===== config.mk =====
export PLATFORM = sky130hd
export DESIGN_NAME = mmio_input_port
export DESIGN_NICKNAME = d
export VERILOG_FILES = /design/src/rtl/mmio_input_port.sv
export SDC_FILE = /design/constraint.sdc
export NUM_CORES = 1
export LEC_CHECK = 0
export ABC_AREA = 1
export CORE_ASPECT_RATIO = 0.9
export CORE_UTILIZATION = 35
export CTS_BUF_LIST = sky130_fd_sc_hd__clkbuf_8
export DETAILED_ROUTE_END_ITERATION = 10
export DONT_BUFFER_PORTS = 1
export SLEW_MARGIN = 10
export SYNTH_ARGS = -nofsm -noshare
export SYNTH_HDL_FRONTEND = slang
export SYNTH_SLANG_ARGS = --single-unit

===== constraint.sdc =====
create_clock -name I_CLOCK -period 1.25 [get_ports I_CLOCK]
set_input_delay 0.125 -clock I_CLOCK [delete_from_list [all_inputs] [get_ports I_CLOCK]]
set_output_delay 0.125 -clock I_CLOCK [all_outputs]
set_load 0.01 [all_outputs]

===== src/rtl/mmio_input_port.sv =====
// Memory-mapped input port: synchronised, debounced SW/KEY levels
// and sticky KEY press flags, returned for loads with one-cycle latency.
module mmio_input_port #(
    parameter int         SW_WIDTH        = 10,
    parameter int         KEY_WIDTH       = 4,
    parameter int         DATA_WIDTH      = 16,
    parameter int         DEBOUNCE_CYCLES = 16,
    parameter logic [9:0] ADDR_SW         = 10'h3F8,
    parameter logic [9:0] ADDR_KEY        = 10'h3F9,
    parameter logic [9:0] ADDR_KEYEDGE    = 10'h3FA
) (
    input  logic                  I_CLOCK,
    input  logic                  I_RESET,
    input  logic [SW_WIDTH-1:0]   I_SW,
    input  logic [KEY_WIDTH-1:0]  I_KEY,
    input  logic                  I_ReadEn,
    input  logic                  I_WriteEn,
    input  logic [9:0]            I_Addr,
    input  logic [DATA_WIDTH-1:0] I_WriteData,
    output logic [DATA_WIDTH-1:0] O_ReadData,
    output logic                  O_ReadHit,
    output logic                  O_KeyIrq
);

    localparam int CW = $clog2(DEBOUNCE_CYCLES);
    localparam logic [CW-1:0] CNT_LAST = CW'(DEBOUNCE_CYCLES - 1);

    logic [SW_WIDTH-1:0]  sw_meta;
    logic [SW_WIDTH-1:0]  sw_sync;
    logic [SW_WIDTH-1:0]  sw_db;
    logic [CW-1:0]        sw_cnt [SW_WIDTH];

    logic [KEY_WIDTH-1:0] key_meta;
    logic [KEY_WIDTH-1:0] key_sync;
    logic [KEY_WIDTH-1:0] key_pressed;
    logic [KEY_WIDTH-1:0] key_db;
    logic [CW-1:0]        key_cnt [KEY_WIDTH];

    logic [KEY_WIDTH-1:0] key_rise;
    logic [KEY_WIDTH-1:0] edge_flags;
    logic [KEY_WIDTH-1:0] edge_clr;

    logic rd_sw;
    logic rd_key;
    logic rd_edge;
    logic wr_edge;
    logic unused_wdata;

    // Pins are active-low; internally 1 means pressed.
    assign key_pressed = ~key_sync;

    assign rd_sw   = I_ReadEn && (I_Addr == ADDR_SW);
    assign rd_key  = I_ReadEn && (I_Addr == ADDR_KEY);
    assign rd_edge = I_ReadEn && (I_Addr == ADDR_KEYEDGE);
    assign wr_edge = I_WriteEn && (I_Addr == ADDR_KEYEDGE);

    assign unused_wdata = ^I_WriteData[DATA_WIDTH-1:KEY_WIDTH];

    // A press edge is the cycle a debounced KEY bit is about to go 0->1.
    always_comb begin
        key_rise = '0;
        for (int i = 0; i < KEY_WIDTH; i++) begin
            key_rise[i] = key_pressed[i] && !key_db[i] &&
                          (key_cnt[i] == CNT_LAST);
        end
    end

    // Read-to-clear drops what is returned; W1C drops what is written.
    always_comb begin
        edge_clr = '0;
        if (rd_edge) begin
            edge_clr = edge_clr | edge_flags;
        end
        if (wr_edge) begin
            edge_clr = edge_clr | I_WriteData[KEY_WIDTH-1:0];
        end
    end

    // Two-flop synchronisers; KEY resets to released (pins high).
    always_ff @(negedge I_CLOCK) begin
        if (I_RESET) begin
            sw_meta  <= '0;
            sw_sync  <= '0;
            key_meta <= '1;
            key_sync <= '1;
        end else begin
            sw_meta  <= I_SW;
            sw_sync  <= sw_meta;
            key_meta <= I_KEY;
            key_sync <= key_meta;
        end
    end

    // SW debounce: a bit follows its synced value only after a full stable run.
    always_ff @(negedge I_CLOCK) begin
        if (I_RESET) begin
            sw_db <= '0;
            for (int i = 0; i < SW_WIDTH; i++) begin
                sw_cnt[i] <= '0;
            end
        end else begin
            for (int i = 0; i < SW_WIDTH; i++) begin
                if (sw_sync[i] == sw_db[i]) begin
                    sw_cnt[i] <= '0;
                end else if (sw_cnt[i] == CNT_LAST) begin
                    sw_db[i]  <= sw_sync[i];
                    sw_cnt[i] <= '0;
                end else begin
                    sw_cnt[i] <= sw_cnt[i] + CW'(1);
                end
            end
        end
    end

    // KEY debounce, same scheme on the pressed-polarity value.
    always_ff @(negedge I_CLOCK) begin
        if (I_RESET) begin
            key_db <= '0;
            for (int i = 0; i < KEY_WIDTH; i++) begin
                key_cnt[i] <= '0;
            end
        end else begin
            for (int i = 0; i < KEY_WIDTH; i++) begin
                if (key_pressed[i] == key_db[i]) begin
                    key_cnt[i] <= '0;
                end else if (key_cnt[i] == CNT_LAST) begin
                    key_db[i]  <= key_pressed[i];
                    key_cnt[i] <= '0;
                end else begin
                    key_cnt[i] <= key_cnt[i] + CW'(1);
                end
            end
        end
    end

    // Sticky edge flags: a new press beats a same-cycle clear.
    always_ff @(negedge I_CLOCK) begin
        if (I_RESET) begin
            edge_flags <= '0;
            O_KeyIrq   <= 1'b0;
        end else begin
            edge_flags <= (edge_flags & ~edge_clr) | key_rise;
            O_KeyIrq   <= |edge_flags;
        end
    end

    // Registered load response; data holds when no read is issued.
    always_ff @(negedge I_CLOCK) begin
        if (I_RESET) begin
            O_ReadData <= '0;
            O_ReadHit  <= 1'b0;
        end else if (I_ReadEn) begin
            unique case (1'b1)
                rd_sw: begin
                    O_ReadData <= DATA_WIDTH'(sw_db);
                    O_ReadHit  <= 1'b1;
                end
                rd_key: begin
                    O_ReadData <= DATA_WIDTH'(key_db);
                    O_ReadHit  <= 1'b1;
                end
                rd_edge: begin
                    O_ReadData <= DATA_WIDTH'(edge_flags);
                    O_ReadHit  <= 1'b1;
                end
                default: begin
                    O_ReadData <= '0;
                    O_ReadHit  <= 1'b0;
                end
            endcase
        end else begin
            O_ReadHit <= 1'b0;
        end
    end

endmodule

==> results.py <==
metrics = {
    "detailed_routing": {
        "dr.pass1.iters": 4,
        "wl_final_mm": 10.4,
        "first_iter_violations": 145,
        "route.detailed.vias_per_inst": 4.32,
        "drt_drc_violations_left": 0,
        "wire_per_inst_microns": 11.0,
        "via_count": 4087,
        "final_antenna_net_count": 0,
    },
    "power": {
        "comb_power_share_pct": 4.7,
        "powerDensity_mw_per_mm2": 1360,
        "netSwitchingPower_mw": 2.81,
        "power_frac_clock_pct": 50.6,
        "peakVddDrop_mv": 1.04,
        "netSwitchingFraction_pct": 30.2,
        "cellInternalPower_mw": 6.49,
        "seqPwrFrac_pct": 44.7,
        "leakage_nw": 3.24,
    },
    "worst_setup_path": {
        "critical_path.endpoint_type": "primary output",
        "r2r_end": "key_cnt[2][3]$_SDFFCE_NN0P_",
        "timing.rr.start": "key_cnt[2][1]$_SDFFCE_NN0P_",
        "reg2reg_setup_slack_ns": -0.08,
        "worst-r2r-cell-count": 7,
        "crit_fanout": 2,
        "cp_data_required_time_ns": 1.12,
        "worst_ep_arrival_time_ns": 1.42,
        "critical_path.startpoint_type": "register",
        "setup.worst_path.class": "register to primary output",
    },
    "floorplan": {
        "placement_rows": 40,
        "die_width_microns": 127,
        "dieArea_sq_mm": 0.0146,
        "initial_core_util_pct": 36.4,
        "pin_count": 62,
        "die_y_microns": 115,
        "core_area_sq_mm": 0.0136,
    },
    "yosys": {
        "cell_accounting_for_the_most_synthesized_area": "sky130_fd_sc_hd__edfxtp_1",
        "ys_top_cells_by_count": "sky130_fd_sc_hd__nor2_1 (101), sky130_fd_sc_hd__inv_1 (72), sky130_fd_sc_hd__dfxtp_1 (58)",
        "synth.yosys.seq_area_share_pct": 57.6,
        "synth_edf_count": 56,
        "synth_most_common_cell": "sky130_fd_sc_hd__nor2_1",
        "synth_top_area_share_pct": 34.1,
        "yosys_warnings": 0,
        "netlist-cell-type-count": 30,
        "ys_seq_elements": 114,
        "synth_top_flop_cell": "sky130_fd_sc_hd__dfxtp_1",
        "post_synth_main_area_contributors": "sky130_fd_sc_hd__edfxtp_1 (34%), sky130_fd_sc_hd__dfxtp_1 (24%), sky130_fd_sc_hd__nor2_1 (7.7%)",
        "synth.avg_cell_area_sq_um": 9.50,
        "syn-instance-count": 520,
        "synth-async-reset-ratio_pct": 0,
        "synth.cell_area_sq_mm": 0.00494,
    },
    "run_status": {
        "violations": "negative setup slack",
        "status": "finished with violations",
    },
    "grt": {
        "combined_global_route_utilization_of_all_metal_layers_pct": 15.9,
        "via_count_of_the_first_global_routing_pass": 4436,
        "grt_antenna_before_repair": 0,
        "grt_remaining_overflow": 0,
        "grt_first_pass_wirelength_mm": 17.8,
        "grt_max_degree": 55,
    },
    "place": {
        "place.gp.congestion": 0.732,
        "place.detailed.instances": 778,
        "numPortBuffers": 0,
        "hpwlAfterDp_mm": 6.47,
        "pre_cts_ws_ns": -0.387,
    },
    "cells_and_area": {
        "layout_cell_share_with_drive_strength_beyond_1_pct": 24.2,
        "nNetsFinal": 806,
        "antennaDiodeCount": 0,
        "instances_no_fill": 946,
        "area.growth.synth_to_final_pct": 38.9,
        "finish.utilization_pct": 50.6,
    },
    "worst_hold_path": {
        "min_delay_path_class": "primary input to register",
        "worst_hold_path.endpoint": "sw_sync[1]$_SDFF_NP0_",
        "timing.hold.worst_path_depth": 1,
        "hp-start": "I_RESET",
    },
    "cts": {
        "cts-buffers-inserted": 17,
        "path_clk_slew_ns": 0.04,
        "ctsRootBufferMaster": "sky130_fd_sc_hd__clkbuf_8",
        "max-clock-path-buffers": 2,
        "clk-insertion-delay-late_ns": 0.45,
        "tritoncts": "built",
        "clock-sinks": 114,
        "htreeDepth": 4,
    },
    "sta": {
        "final_hold_vio_count": 0,
        "report.final.slew_viol_count": 0,
        "setup_violations": 15,
        "grt_setup_unrepaired": "true",
        "holdWs_ns": 0.380,
        "fin_skew_ns": 0.0197,
        "final.setup.worst_slack_ns": -0.300,
    },
    "run": {
        "drv.max_cap_violation_count": 0,
    },
}
-- cell families after synthesis --
family / synth area share [%]
adders and majority gates: 4.56
buffers and inverters: 7.52
other: 0.152
AOI/OAI and AO/OA: 7.14
and+or+nand+nor: 19.5
xor gates and xnor gates: 3.55
DFF: 57.6
-- through the flow --
| step | TNS, ns | power (mW) | cell area, sq um |
|---|---|---|---|
| floorplan | -11.85 | 5.07 | 5320 |
| global placement | -6.47 | 5.09 | 5620 |
| detailed placement | -7.70 | 5.11 | 5620 |
| CTS | -3.93 | 9.46 | 6530 |
| global route | -5.47 | 10.1 | 6860 |
| finish | -3.67 | 9.30 | 6860 |
-- routing by layer --
metal / track usage [%] / up-vias / routed length [microns]
met5: 0 / - / 0
met3: 10.0 / 8 / 620
met4: 9.92 / 0 / 61
met2: 26.1 / 85 / 5390
met1: 14.8 / 1905 / 4290
li1: - / 2089 / -
-- flip-flops by register name, indices dropped and copies added, names as in the netlist, 10 cells and up --
signal and flops:
O_ReadData 10, sw_sync 10, sw_db 10, sw_meta 10, sw_cnt 40, key_cnt 16
-- power by group through the flow --
stage	combinational, mW	clock (mW)	sequential (mW)
2_1_floorplan	0.328	0.551	4.19
3_3_place_gp	0.343	0.551	4.20
3_5_place_dp	0.352	0.551	4.21
4_1_cts	0.373	4.93	4.15
5_1_grt	0.497	5.42	4.16
6_report	0.434	4.71	4.15
-- worst max-delay path by stage --
stage                               start  depth (start not counted)                    endpoint  slack (ns)
3_3_place_gp                    I_Addr[5]                          7    edge_flags[2]$_SDFF_NP0_       -0.37
5_1_grt        O_ReadData[6]$_SDFFE_NP0P_                          0               O_ReadData[6]       -0.36
4_1_cts        O_ReadData[0]$_SDFFE_NP0P_                          0               O_ReadData[0]       -0.33
2_1_floorplan                     I_RESET                          5  sw_cnt[5][0]$_SDFFCE_NN0P_       -0.21
6_report       O_ReadData[0]$_SDFFE_NP0P_                          0               O_ReadData[0]       -0.30
3_5_place_dp                    I_Addr[5]                          7    edge_flags[2]$_SDFF_NP0_       -0.39
-- final cells by class --
| class | count | area [sq um] |
|---|---|---|
| fillers | 1283 | 6700 |
| flip-flops and latches | 114 | 2870 |
| multi-input cells | 377 | 2280 |
| clock inverters | 129 | 566 |
| repair buffers | 46 | 369 |
| inverters | 74 | 303 |
| well taps | 189 | 236 |
| clock buffers | 17 | 234 |
-- cell usage in the layout, fill, tap and decap left out, types with 4 or more instances in the layout --
cell type / netlist / routed
sky130_fd_sc_hd__nand2_2: 0 / 11
sky130_fd_sc_hd__nand3_2: 1 / 9
sky130_fd_sc_hd__o21ai_0: 11 / 9
sky130_fd_sc_hd__o211ai_1: 11 / 11
sky130_fd_sc_hd__ha_2: 0 / 13
sky130_fd_sc_hd__or2_2: 8 / 8
sky130_fd_sc_hd__xnor2_1: 9 / 8
sky130_fd_sc_hd__nand3_4: 1 / 6
sky130_fd_sc_hd__nand2_4: 1 / 4
sky130_fd_sc_hd__dfxtp_1: 58 / 46
sky130_fd_sc_hd__nand4_1: 5 / 5
sky130_fd_sc_hd__nor2_4: 4 / 11
sky130_fd_sc_hd__nand2_1: 51 / 37
sky130_fd_sc_hd__nor2_1: 101 / 83
sky130_fd_sc_hd__a21oi_1: 34 / 34
sky130_fd_sc_hd__buf_4: 6 / 42
sky130_fd_sc_hd__xor2_1: 11 / 11
sky130_fd_sc_hd__inv_2: 3 / 8
sky130_fd_sc_hd__nor2_2: 3 / 14
sky130_fd_sc_hd__dfxtp_2: 0 / 6
sky130_fd_sc_hd__nand3_1: 35 / 22
sky130_fd_sc_hd__clkbuf_8: 0 / 17
sky130_fd_sc_hd__inv_1: 72 / 179
sky130_fd_sc_hd__conb_1: 2 / 62
sky130_fd_sc_hd__dfxtp_4: 0 / 6
sky130_fd_sc_hd__edfxtp_1: 56 / 56
sky130_fd_sc_hd__inv_4: 0 / 6
-- repair_timing --
action	CTS	global route
buffers inserted	6	17
hold buffers	0	0
setup endpoints to repair	34	74
gates resized for setup	37	56
pin swaps	10	28
(Power assumes the default switching activity.)
